[src/rtl/mul_unit.sv]
// Pipelined integer multiplier with destination tag, stall, flush and in-order results.
// Define MUL_HIGH_EN to add MULH/MULHSU/MULHU; without it every op returns the low product half.
module mul_unit #(
    parameter int unsigned WIDTH  = 32,
    parameter int unsigned STAGES = 2,
    parameter int unsigned TAG_W  = 5
) (
    input  logic             clk,
    input  logic             rst_n,
    input  logic             stall,
    input  logic             flush,
    input  logic             in_valid,
    input  logic [1:0]       op,
    input  logic [WIDTH-1:0] opA,
    input  logic [WIDTH-1:0] opB,
    input  logic [TAG_W-1:0] in_tag,
    output logic             out_valid,
    output logic [WIDTH-1:0] out_result,
    output logic [TAG_W-1:0] out_tag,
    output logic             busy
);

    logic [WIDTH-1:0] res_c;

`ifdef MUL_HIGH_EN
    localparam int unsigned PW = 2 * WIDTH;

    localparam logic [1:0] OP_MUL    = 2'b00;
    localparam logic [1:0] OP_MULH   = 2'b01;
    localparam logic [1:0] OP_MULHSU = 2'b10;

    logic          a_signed;
    logic          b_signed;
    logic [PW-1:0] a_ext;
    logic [PW-1:0] b_ext;
    logic [PW-1:0] prod;

    // Extend both operands to 2*WIDTH so one unsigned multiply covers every signedness mix
    always_comb begin
        a_signed = (op == OP_MULH) || (op == OP_MULHSU);
        b_signed = (op == OP_MULH);
        a_ext    = {{WIDTH{a_signed & opA[WIDTH-1]}}, opA};
        b_ext    = {{WIDTH{b_signed & opB[WIDTH-1]}}, opB};
        prod     = a_ext * b_ext;
        res_c    = (op == OP_MUL) ? prod[WIDTH-1:0] : prod[PW-1:WIDTH];
    end
`else
    logic unused_op;

    // Low half only; op has no effect in this build
    assign res_c     = opA * opB;
    assign unused_op = ^op;
`endif

    logic [STAGES-1:0] vld_q;
    logic [WIDTH-1:0]  data_q [STAGES];
    logic [TAG_W-1:0]  tag_q  [STAGES];

    // Result shift pipeline; payload only advances behind a valid so idle outputs hold their last value
    always_ff @(posedge clk) begin
        if (!rst_n) begin
            vld_q <= '0;
            for (int i = 0; i < STAGES; i++) begin
                data_q[i] <= '0;
                tag_q[i]  <= '0;
            end
        end else if (flush) begin
            vld_q <= '0;
        end else if (!stall) begin
            vld_q[0] <= in_valid;
            if (in_valid) begin
                data_q[0] <= res_c;
                tag_q[0]  <= in_tag;
            end
            for (int i = 1; i < STAGES; i++) begin
                vld_q[i] <= vld_q[i-1];
                if (vld_q[i-1]) begin
                    data_q[i] <= data_q[i-1];
                    tag_q[i]  <= tag_q[i-1];
                end
            end
        end
    end

    assign out_valid  = vld_q[STAGES-1];
    assign out_result = data_q[STAGES-1];
    assign out_tag    = tag_q[STAGES-1];
    assign busy       = |vld_q;

endmodule

[config.mk]
export PLATFORM = sky130hd
export DESIGN_NAME = mul_unit
export DESIGN_NICKNAME = d
export VERILOG_FILES = /design/src/rtl/mul_unit.sv
export SDC_FILE = /design/constraint.sdc
export NUM_CORES = 1
export LEC_CHECK = 0
export ABC_CLOCK_PERIOD_IN_PS = 14100
export CORE_ASPECT_RATIO = 1.75
export CORE_MARGIN = 2
export CORE_UTILIZATION = 60
export DETAILED_ROUTE_END_ITERATION = 12
export HOLD_SLACK_MARGIN = 0.08
export PLACE_DENSITY = 0.8
export SLEW_MARGIN = 20
export SYNTH_ARGS = -nofsm -noshare
export SYNTH_HDL_FRONTEND = slang
export SYNTH_SLANG_ARGS = --single-unit
[constraint.sdc]
create_clock -name clk -period 14.1 [get_ports clk]
set_input_delay 2.115 -clock clk [delete_from_list [all_inputs] [get_ports clk]]
set_output_delay 2.115 -clock clk [all_outputs]
set_load 0.02 [all_outputs]
== After elaboration in Yosys (flattened, before gate mapping) ==
Memory sizes are Yosys's and may differ from the RTL's.
Index checks and enable logic that the tools add are counted.

* ROM bits: 0
* Register bits: 2
* Output and inout port bits: 39
* Bits in writable memories: 74
* Latch bits: 0
* Memories kept: 2
* Input port bits: 76

* Eq/ne operators: 0
* Shift operators: 0
* Divide/modulo/power cells: 0
* Reductions and logical operators: 2
* Magnitude comparators: 0
* Multiplexer cells: 15
* Multipliers: 1
* Add/subtract/negate cells: 0
* Bitwise gates (word level): 5

{| class="wikitable"
|+ Memories
! name !! words !! width !! read ports !! clocked after Yosys merged registers in !! wr ports !! line !! RTL
|-
| data_q || 2 || 32 || 2 || 0 || 2 || 56 || <nowiki>logic [WIDTH-1:0] data_q [STAGES];</nowiki>
|-
| tag_q || 2 || 5 || 2 || 0 || 2 || 57 || <nowiki>logic [TAG_W-1:0] tag_q [STAGES];</nowiki>
|}

{| class="wikitable"
|+ Operator list
! operator !! count
|-
| 32-bit two-way mux || 2
|-
| 32-bit by 32-bit multiplier with 32-bit output || 1
|-
| 1-bit two-way mux || 11
|-
| 5-bit two-way mux || 2
|-
| 1-bit OR || 4
|-
| 2-bit OR reduction || 2
|-
| 1-bit inverter || 1
|}

== Logic depth before layout (Yosys ltp) ==
* Word-level depth: 6
* Depth in mapped cells: 26
* Depth with buffers taken out: 25

== Least setup slack after synthesis ==
Ideal clock, no wire load.

* Path kind: input port to flip-flop
* Start: input opB[3]
* End: memory data_q[0][31] (data pin)
* Data arrival time: 8.527 ns
* Required time: 13.825 ns
* Slack: 5.299 ns
* Library setup time: 0.275 ns
* Stages on the path: 25
* Path through: clkbuf_1 clkbuf_1 and2_1 fa_1 inv_1 fa_1 fa_1 fa_1 inv_1 fa_1 inv_1 fa_1 inv_1 fa_1 fa_1 ha_1 and3_1 and3_1 o311ai_0 o211ai_1 a221o_1 a31oi_4 o22ai_1 xnor2_1 nor2_1

{| class="wikitable"
|+ RTL lines
! what !! line !! RTL
|-
| from (decl) || 15 || <nowiki>input logic [WIDTH-1:0] opB,</nowiki>
|-
| to (decl) || 56 ||
|}

==> results.ini <==
[cells_and_area]
multi_input_area_um2 = 14500
diodes = 0
area.sequential_um2 = 2260
syn2layout_area_growth_pct = 7.88
n_fill_cell = 2512
layout_commonest_cell = and2_1
final_cell_mix = and2_1, fa_1, inv_1
nets = 2537
drive_gt1_share_pct = 2.48

[outcome]
status = finished, final reports clean

[logic_synthesis]
synth_area_um2 = 18700
ys_warn_count = 0
ys.flop_type = edfxtp_1
synth_cell_types = 43
avgSynthCellArea_um2 = 9.84
synth_fa_ha_area_share_pct = 51.9
synth_area_leaders = fa_1, and2_1, edfxtp_1, ha_1, inv_1
synth_mux_area_share_pct = 0.107
synth_top_area_share_pct = 43.6
synth_cells = 1903
synth_top_family_by_area = adder cells
synth_nets = 2510
synth_compound_area_share_pct = 2.57
ys_async_sr_fraction_pct = 0
synth-simple-area-share_pct = 18.9
synth-xor-area-share_pct = 3.98
synth_edf_count = 74
ys_ff_latch = 76
yosysSeqAreaShare_pct = 12.1
yosysTopAreaCell = fa_1

[clock_tree]
clk_pin_slew_ps = 60
cts_tree = built
cts_root_buf = clkbuf_16
cts_resized = 0
clk-insertion-delay-late_ps = 330
cts.htree.levels = 3
cts_sinks = 76
cts_made_buffers = 9
clockBufferDepth = 2
postCtsSetupBuffers = 0
postCtsHoldBufs = 0

[worst_setup_path]
cp.required_ps = 14170
cp_max_fo = 27
crit_path_end_kind = flop
critical_path.reg2reg.endpoint = data_q[0][0]
worstReg2RegStart = vld_q[0]
ff2ff_setup_slack_ps = 12480
ff2ff_path_depth = 2
worstSetupStartpointType = primary input
worstPathArrival_ps = 10230
path_class = primary input to flop

[floorplanning]
io_pins = 115
core-area_um2 = 30700
fp.dieH_um = 238
fp.dieW_um = 138
die_area_um2 = 32700
initial_core_util_pct = 60.9
std_cell_rows = 85

[min_path]
holdPathStages = 1
min_to = data_q[0][35]
hold_path.class = flop to flop
hp-start = data_q[0][3]

[drt]
drt_first_iter_violations = 633
drc = 0
vias_per_cell = 5.60
first_pass_iters = 6
ant_nets = 0
via_count = 13033
drt-total-wl_um = 45900
wire_per_inst_um = 19.7

[global_routing]
grt_max_degree = 48
grt_overflow_total = 0
grt_pass1_wl_um = 74700
antenna_found_initial = 0
grt_pass1_vias = 14824
track_usage_pct = 30.5

[sta]
setup_viol = 0
finalCritPeriodShare_pct = 72.0
drv_slew = 0
clock.fmax_mhz = 98.5
hold_viol = 0
worstMarginPinSlew_ps = 1110
setup-tns-final_ps = 0
finalCriticalPeriod_ps = 10160
timing.slew.headroom_pct = 25.7
skew_ps = 7.95
rsz0062_at_grt = false

[job]
drv_cap = 0

[place]
portBuffers = 112
dp.final_hpwl_um = 36600
place.gp.congestion = 0.900

## worst max-delay path, stage by stage
cell and delay, ps:
clkdlybuf4s50_1 1000, and2_1 430, fa_1 570, fa_1 440, fa_1 530, inv_1 50, fa_1 480, inv_1 50
fa_1 500, inv_1 50, fa_1 530, inv_1 70, fa_1 490, fa_1 430, ha_1 360, and3_1 230
and3_1 260, o311ai_0 130, o211ai_1 340, a221o_1 470, a31oi_4 260, o22ai_1 140, xnor2_1 210, nor2_1 60
## area by class of cell
cell class | count | area share [%]
Clock buffer | 10 | 1.13
Tap cell | 391 | 2.42
Inverter | 363 | 6.75
Multi-Input combinational cell | 1340 | 71.8
Sequential cell | 76 | 11.2
Timing Repair Buffer | 140 | 6.54
Clock inverter | 6 | 0.198
## synth_stat cells, drive strengths merged, types with 2 or more instances
cell type / count
fa: 408
and3: 6
nand2: 178
mux2i: 2
o21ai: 10
nor2b: 3
and2: 413
buf: 37
a2111oi: 2
nor3: 6
or2: 2
dfxtp: 2
o31ai: 2
o21a: 4
o211ai: 2
nand3: 6
nand2b: 2
clkbuf: 87
xor2: 21
inv: 363
o21bai: 3
ha: 123
a211oi: 4
a21o: 10
nor2: 37
o22ai: 3
edfxtp: 74
xnor2: 64
a21oi: 18
## layer usage
metal  GRT usage (%)  part of all wire, %  up-vias
met5               0                    0        -
met4            25.3                   10        0
met3            3.54                  5.2      242
met2            53.9                   53      554
met1            31.5                   32     6627
li1                -                    -     5610
## metrics by stage
stage / util (%) / hold WS (ps) / setup slack [ps] / cell area, µm² / instances
floorplan: - / 497 / 5300 / 18700 / 1903
global placement: 64.9 / 494 / 3680 / 19900 / 2310
detailed placement: 64.9 / 504 / 3590 / 19900 / 2310
CTS: 65.7 / 514 / 3920 / 20200 / 2326
global route: 65.7 / 525 / 3800 / 20200 / 2326
finish: 65.7 / 511 / 3940 / 20200 / 2326
## registers in the layout (all words and copies together), names as in the netlist
register and cells:
data_q 64, tag_q 10, vld_q 2
## how the worst max path moves through the flow
stage	startpoint	end	slack (ps)	cells after the start
finish	opB[5]	data_q[0][31]	3940	24
global route	opB[5]	data_q[0][31]	3800	24
CTS	opB[3]	data_q[0][31]	3920	24
detailed placement	opB[3]	data_q[0][31]	3590	24
global placement	opB[3]	data_q[0][31]	3680	24
floorplan	opB[3]	data_q[0][31]	5300	25
## kinds of logic after synthesis
kind of cell / count (synthesis)
buf+inv: 487
compound gates: 68
simple gates: 654
flops: 76
fa+ha+maj: 531
mux: 2
xor+xnor: 85
Power is not shown: default switching activity piles up to over one toggle a cycle in this logic, so the estimate is an artifact.
